[config.mk]
export PLATFORM = sky130hd
export DESIGN_NAME = ripemd160_msg_feeder
export DESIGN_NICKNAME = d
export VERILOG_FILES = /design/src/rtl/ripemd160_pkg.sv /design/src/rtl/ripemd160_pad_unit.sv /design/src/rtl/ripemd160_msg_feeder.sv
export SDC_FILE = /design/constraint.sdc
export NUM_CORES = 2
export LEC_CHECK = 0
export ABC_AREA = 1
export CAP_MARGIN = 30
export CORE_AREA = 2 2 332 334
export CTS_CLUSTER_SIZE = 20
export DETAILED_ROUTE_END_ITERATION = 16
export DIE_AREA = 0 0 334 336
export SYNTH_ARGS = -nofsm -noshare
export SYNTH_HDL_FRONTEND = slang
export SYNTH_SLANG_ARGS = --single-unit
[constraint.sdc]
create_clock -name clk -period 2.4 [get_ports clk]
set_input_delay 0.48 -clock clk [delete_from_list [all_inputs] [get_ports clk]]
set_output_delay 0.48 -clock clk [all_outputs]
set_load 0.02 [all_outputs]
[src/rtl/ripemd160_pkg.sv]
`default_nettype none
// ---------------------------------------------------------------------------
// ripemd160_pkg: shared constants, FSM state and pad-mode types for the feeder.
// Revision: 1.0
// ---------------------------------------------------------------------------
package ripemd160_pkg;

    localparam int         BLOCK_BYTES = 64;
    localparam int         LEN_OFFSET  = 56;
    localparam logic [7:0] PAD_BYTE    = 8'h80;
    localparam int         DIGEST_W    = 160;
    localparam int         BLOCK_W     = BLOCK_BYTES * 8;

    typedef enum logic [2:0] {
        ST_FILL     = 3'd0,
        ST_ISSUE    = 3'd1,
        ST_GUARD    = 3'd2,
        ST_WAIT_RDY = 3'd3,
        ST_XTRA     = 3'd4,
        ST_WAIT_DIG = 3'd5
    } state_t;

    typedef enum logic [1:0] {
        PAD_NONE      = 2'd0,
        PAD_FINAL     = 2'd1,
        PAD_EXTRA80   = 2'd2,
        PAD_EXTRAZERO = 2'd3
    } pad_mode_t;

endpackage
`default_nettype wire

[src/rtl/ripemd160_pad_unit.sv]
`default_nettype none
// ---------------------------------------------------------------------------
// ripemd160_pad_unit: combinational padding of a 512-bit little-endian block.
// Revision: 1.0
// ---------------------------------------------------------------------------
module ripemd160_pad_unit
    import ripemd160_pkg::*;
(
    input  logic [BLOCK_W-1:0] blk_in,
    input  logic [6:0]         n,
    input  logic [63:0]        bitlen,
    input  pad_mode_t          mode,
    output logic [BLOCK_W-1:0] blk_out
);

    int n_i;

    always_comb begin
        n_i     = int'(n);
        blk_out = blk_in;
        if (mode == PAD_FINAL) begin
            for (int i = 0; i < BLOCK_BYTES; i++) begin
                if (i == n_i) begin
                    blk_out[8*i +: 8] = PAD_BYTE;
                end else if (i > n_i) begin
                    blk_out[8*i +: 8] = 8'h00;
                end
            end
            // The length only fits when the marker landed before the length field.
            if (n_i < LEN_OFFSET) begin
                blk_out[8*LEN_OFFSET +: 64] = bitlen;
            end
        end else if (mode == PAD_EXTRA80 || mode == PAD_EXTRAZERO) begin
            blk_out                     = '0;
            blk_out[8*LEN_OFFSET +: 64] = bitlen;
            if (mode == PAD_EXTRA80) begin
                blk_out[7:0] = PAD_BYTE;
            end
        end
    end

endmodule
`default_nettype wire

[src/rtl/ripemd160_msg_feeder.sv]
`default_nettype none
// ---------------------------------------------------------------------------
// ripemd160_msg_feeder: byte stream -> padded blocks -> RIPEMD-160 core; captures digest.
// Define RIPEMD_FEEDER_DBUF_EN for a second buffer that overlaps filling with issue.
// Revision: 1.0
// ---------------------------------------------------------------------------
module ripemd160_msg_feeder
    import ripemd160_pkg::*;
#(
    parameter int LEN_W = 64
) (
    input  logic                clk,
    input  logic                reset_n,
    input  logic [7:0]          in_data,
    input  logic                in_valid,
    input  logic                in_last,
    output logic                in_ready,
    input  logic                core_ready,
    output logic                core_init,
    output logic                core_next,
    output logic [BLOCK_W-1:0]  core_block,
    input  logic [DIGEST_W-1:0] core_digest,
    input  logic                core_digest_valid,
    output logic [DIGEST_W-1:0] digest,
    output logic                digest_valid,
    output logic                busy
);

    state_t             state;
    state_t             state_nxt;
    logic [5:0]         idx;
    logic [6:0]         n_cnt;
    logic [LEN_W-1:0]   bitlen;
    logic [LEN_W-1:0]   bitlen_inc;
    logic [63:0]        len64;
    logic               extra_pend;
    logic               extra80;
    logic               final_blk;
    logic               first_pend;
    logic               init_q;
    logic               next_q;
    logic               busy_q;
    logic               digest_valid_q;
    logic [DIGEST_W-1:0] digest_q;
    logic               accept;
    logic               blk_done;
    logic               more;
    logic [BLOCK_W-1:0] cur_blk;
    logic [BLOCK_W-1:0] wr_blk;
    logic [BLOCK_W-1:0] pad_out;
    pad_mode_t          pad_mode;

    assign accept     = in_valid && in_ready;
    assign blk_done   = in_last || (idx == 6'd63);
    assign n_cnt      = {1'b0, idx} + 7'd1;
    assign bitlen_inc = bitlen + LEN_W'(8);

`ifdef RIPEMD_FEEDER_DBUF_EN
    logic [BLOCK_W-1:0] blk_q [2];
    logic [1:0]         full;
    logic               wr_sel;
    logic               rd_sel;

    assign cur_blk    = blk_q[wr_sel];
    assign core_block = blk_q[rd_sel];
    assign more       = full[~rd_sel];

    // Fill side and issue side each own one pointer; XTRA borrows the fill pointer.
    always_ff @(posedge clk or negedge reset_n) begin
        if (!reset_n) begin
            blk_q[0] <= '0;
            blk_q[1] <= '0;
            full     <= 2'b00;
            wr_sel   <= 1'b0;
            rd_sel   <= 1'b0;
        end else begin
            if (accept) begin
                blk_q[wr_sel] <= pad_out;
                if (blk_done) begin
                    full[wr_sel] <= 1'b1;
                    wr_sel       <= ~wr_sel;
                end
            end
            if (state == ST_XTRA) begin
                blk_q[wr_sel] <= pad_out;
                full[wr_sel]  <= 1'b1;
                wr_sel        <= ~wr_sel;
            end
            if (state == ST_WAIT_RDY && core_ready) begin
                full[rd_sel] <= 1'b0;
                rd_sel       <= ~rd_sel;
            end
        end
    end
`else
    logic [BLOCK_W-1:0] blk_q;

    assign cur_blk    = blk_q;
    assign core_block = blk_q;
    assign more       = 1'b0;

    always_ff @(posedge clk or negedge reset_n) begin
        if (!reset_n) begin
            blk_q <= '0;
        end else if (accept || state == ST_XTRA) begin
            blk_q <= pad_out;
        end
    end
`endif

    always_comb begin
        wr_blk                   = cur_blk;
        wr_blk[{idx, 3'b000} +: 8] = in_data;
    end

    always_comb begin
        len64 = '0;
        len64[LEN_W-1:0] = (state == ST_XTRA) ? bitlen : bitlen_inc;
    end

    always_comb begin
        if (state == ST_XTRA) begin
            pad_mode = extra80 ? PAD_EXTRA80 : PAD_EXTRAZERO;
        end else if (in_last && idx != 6'd63) begin
            pad_mode = PAD_FINAL;
        end else begin
            pad_mode = PAD_NONE;
        end
    end

    ripemd160_pad_unit u_pad (
        .blk_in  (wr_blk),
        .n       (n_cnt),
        .bitlen  (len64),
        .mode    (pad_mode),
        .blk_out (pad_out)
    );

    always_ff @(posedge clk or negedge reset_n) begin
        if (!reset_n) begin
            state <= ST_FILL;
        end else begin
            state <= state_nxt;
        end
    end

    always_comb begin
        state_nxt = state;
        case (state)
            ST_FILL: begin
`ifdef RIPEMD_FEEDER_DBUF_EN
                if (full[rd_sel]) state_nxt = ST_ISSUE;
`else
                if (accept && blk_done) state_nxt = ST_ISSUE;
`endif
            end
            ST_ISSUE:    if (core_ready) state_nxt = ST_GUARD;
            ST_GUARD:    state_nxt = ST_WAIT_RDY;
            ST_WAIT_RDY: begin
                if (core_ready) begin
                    if (more)            state_nxt = ST_FILL;
                    else if (extra_pend) state_nxt = ST_XTRA;
                    else if (final_blk)  state_nxt = ST_WAIT_DIG;
                    else                 state_nxt = ST_FILL;
                end
            end
            ST_XTRA:     state_nxt = ST_ISSUE;
            ST_WAIT_DIG: if (core_digest_valid) state_nxt = ST_FILL;
            default:     state_nxt = ST_FILL;
        endcase
    end

    always_comb begin
`ifdef RIPEMD_FEEDER_DBUF_EN
        in_ready = !full[wr_sel] && !final_blk && !extra_pend;
`else
        in_ready = (state == ST_FILL);
`endif
        core_init    = init_q;
        core_next    = next_q;
        digest       = digest_q;
        digest_valid = digest_valid_q;
        busy         = busy_q;
    end

    always_ff @(posedge clk or negedge reset_n) begin
        if (!reset_n) begin
            idx            <= '0;
            bitlen         <= '0;
            extra_pend     <= 1'b0;
            extra80        <= 1'b0;
            final_blk      <= 1'b0;
            first_pend     <= 1'b1;
            init_q         <= 1'b0;
            next_q         <= 1'b0;
            busy_q         <= 1'b0;
            digest_valid_q <= 1'b0;
            digest_q       <= '0;
        end else begin
            init_q <= 1'b0;
            next_q <= 1'b0;
            if (accept) begin
                idx    <= idx + 6'd1;
                bitlen <= bitlen_inc;
                busy_q <= 1'b1;
                if (!busy_q) digest_valid_q <= 1'b0;
                if (in_last) begin
                    if (n_cnt < 7'(LEN_OFFSET)) begin
                        final_blk <= 1'b1;
                    end else begin
                        extra_pend <= 1'b1;
                        extra80    <= (idx == 6'd63);
                    end
                end
            end
            // Registered pulse lands in GUARD, where the core samples it.
            if (state == ST_ISSUE && core_ready) begin
                init_q     <= first_pend;
                next_q     <= !first_pend;
                first_pend <= 1'b0;
            end
            if (state == ST_XTRA) begin
                extra_pend <= 1'b0;
                final_blk  <= 1'b1;
            end
            if (state == ST_WAIT_DIG && core_digest_valid) begin
                digest_q       <= core_digest;
                digest_valid_q <= 1'b1;
                bitlen         <= '0;
                idx            <= '0;
                final_blk      <= 1'b0;
                busy_q         <= 1'b0;
                first_pend     <= 1'b1;
            end
        end
    end

endmodule
`default_nettype wire

==> summary.txt <==
outcome = finished, violations left
failing checks = setup timing
DRC violations left = 0
Post-synth EDFFs = 0
Hold EP = digest[149]
Slew @ Worst Pin = 0.799 ns
GRT Util Overall = 0.357
initial drt markers = 4780
vias = 45.9k
power per cell area = 1280 nW/um2
total grt overflow = 0
DP HPWL = 158000 um
Starting Density = 0.374
Slew headroom = 0.467
leakage power = 30.0 nW
Hold Crit Class = in -> reg
CTS Buf Count = 88
worst vdd ir = 0.683 mV
Setup crit end kind = register
final setup vio count = 302
Max Clk Rate = 397 MHz
Die ar. = 112000 um2
Synth Instances = 5589
H-tree Lvls = 3
flops & latches, synth = 750
number of global-route vias before repair = 43.1k
nets = 7276
largest net degree at the start of global routing = 95
most frequent cell after synthesis = nand2_1
synth warn = 0
GRT met2 Usage = 0.552
Reg2Reg Setup Slack = -0.12 ns
initial antenna violation count = 17
Syn Std Cell Area = 40600 um2
die width = 334 um
area leader, netlist = dfrtp_1
worst reg-to-reg path cell count = 17
Startpoint Class = register
crit path cell chain = buf_6 > ha_4 > nand2_4 > nor2_2 > buf_4 > nand3_4 > nand2_4 > nor2_4 > inv_2 > buf_12 > nor2_4 > a21oi_2 > a21oi_2 > buf_6 > buf_6 > nand3_1 > o21ai_0
Via density = 5.34
Clock Skew = 0.0222 ns
drt total wl = 209000 um
Syn Nets = 5771
sequential share of the synthesized area = 0.462
syn avg cell area = 7.26 um2
Worst EP required = 2.99 ns
kind of critical path = reg -> reg
area grow syn2layout = 57.9%
# IOs = 851
hold_sp = core_digest[149]
Final WS setup = -0.116 ns
CP Buf/Inv Count = 6
Post-DRT Antenna Nets = 0
# clock sinks = 750
reg2reg start = idx[1]
clk slew on worst S/H paths = 0.06 ns
critical path's slowest cell = dfrtp_2
Crit Path Max Fanout = 5
met1 Resource Use GR = 0.452
ys async rst share = 1.00
synth unique cells = 62
CTS tree = done
worst flop-to-flop path endpoint = core_block[400]
layout cells sized above 1 = 0.232
post-route clock period utilization = 1.05
worst skew pair latency = 0.67 ns
clk root buf = clkbuf_16
met3 GRT Util = 0.101
DR pass1 iterations = 6
final slew viol count = 0
Fin. Hold Viols = 0
slowest stage delay, CP = 0.44 ns
core outline area = 108000 um2
synth top area cells = dfrtp_1 (46%), nand2_1 (18%), o21ai_0 (5.6%)
wire per inst = 24.4 um
top-area cell type share of the netlist area = 0.462
gpl congestion = 1.07
delay-heaviest family, CP = buffers and inverters
num rows = 121
Die Y = 336 um
global-route wire length before repair = 297000 um
Top FF cell, synth = dfrtp_1
global routing's busiest layer = met2
WHS Path Cells = 3
worst slack, placed = -0.803 ns
critical path data arrival time = 3.11 ns
commonest cells in the netlist = nand2_1 (1995), dfrtp_1 (749), nor2_1 (466), o21ai_0 (456), inv_1 (451)
cell mode on critical path = buf_6
Clock Path Buffers = 3
Tmin final = 2.52 ns
Final Power = 82.2 mW
max-cap viol count = 0
unrepaired setup endpoints after global routing = true
port bufs = 850
-- placed cells by master (no fill, tap or decap), drive strengths merged, types with 66 or more instances in the layout --
master	instances
nand2	2013
clkdlybuf4s50	841
buf	838
dfrtp	749
o21ai	507
nor2	505
inv	470
nand3	331
a21oi	225
clkbuf	147
or2	66
-- state kept, by name, summed over array words and instances, names as in the netlist --
signal,flops
bitlen,61
busy,1
core_block,512
core_init,1
core_next,1
digest,160
digest_valid,1
extra80,1
extra_pend,1
final_blk,1
first_pend,1
idx,6
state,3
-- logic make-up (layout without fill, tap and decap cells) --
family / count (synthesis) / in the layout / synth area share
fa+ha+maj: 8 / 8 / 0.00247
compound gates: 1033 / 1033 / 0.149
xor+xnor: 48 / 48 / 0.0104
mux: 7 / 7 / 0.00173
flops: 750 / 750 / 0.462
other cells: 0 / 9 / 0
simple gates: 2978 / 2978 / 0.299
buf+inv: 765 / 2342 / 0.0751
-- where the power goes --
group	switching [mW]	total (mW)	leakage, nW	internal, mW
Clock	5.83	14.4	1.49	8.53
Combinational	27.8	47.5	18.5	19.7
Sequential	3.48	20.4	9.98	16.9
Total	37.1	82.2	30.0	45.1
-- worst reg2reg max path, stage by stage (launching register included) --
cell and delay (ns):
dfrtp_2 0.44, buf_6 0.13, ha_4 0.17, nand2_4 0.06, nor2_2 0.04, buf_4 0.13, nand3_4 0.09, nand2_4 0.09
nor2_4 0.20, inv_2 0.12, buf_12 0.17, nor2_4 0.10, a21oi_2 0.08, a21oi_2 0.14, buf_6 0.17, buf_6 0.16
nand3_1 0.07, o21ai_0 0.08
-- worst max-delay path by stage --
stage                 from              end  slack [ns]  cells after the start
global placement    idx[2]  core_block[236]       -0.83                     14
global route        idx[0]   core_block[81]       -0.23                     15
finish              idx[1]  core_block[400]       -0.12                     17
floorplan           idx[1]  core_block[278]      0.0002                     15
CTS                 idx[0]  core_block[226]       -0.05                     15
detailed placement  idx[1]  core_block[236]       -0.80                     14
-- per-layer routing --
| layer | up-vias | part of all wire |
|---|---|---|
| met5 | - | 0.00035 |
| met4 | 12 | 0.064 |
| met3 | 448 | 0.098 |
| met2 | 2105 | 0.44 |
| met1 | 22244 | 0.39 |
| li1 | 21077 | - |
-- repair_timing --
action / in CTS / in global routing
buffers inserted: 51 / 77
resized for setup: 365 / 620
cloned: 8 / 18
hold buffers: 1 / 0
endpoints found under the hold margin: 20 / 0
pin swaps: 44 / 150
setup endpoints to repair: 513 / 514
-- metrics by stage --
stage / hold WS (ns) / cell area [um2] / TNS [ns] / util / std cells
after floorplan: 0.184 / 40600 / 0 / - / 5589
after global placement: 0.460 / 56300 / -91.63 / 0.519 / 8275
after detailed placement: 0.464 / 56300 / -103.30 / 0.519 / 8275
after CTS: 0.292 / 61200 / -0.821 / 0.565 / 8494
after global routing: 0.335 / 64100 / -56.55 / 0.591 / 8583
final: 0.328 / 64100 / -13.03 / 0.591 / 8589
-- area by class of cell --
class | count | area (um2)
well taps | 1414 | 1770
clock inverters | 29 | 408
repair buffers | 1703 | 17300
diodes | 9 | 22.5
multi-input cells | 4074 | 21300
inverters | 475 | 1870
flip-flops and latches | 750 | 18800
clock buffers | 133 | 2630
repair inverters | 2 | 15.0
fillers | 9894 | 44300
(Power assumes the default switching activity.)
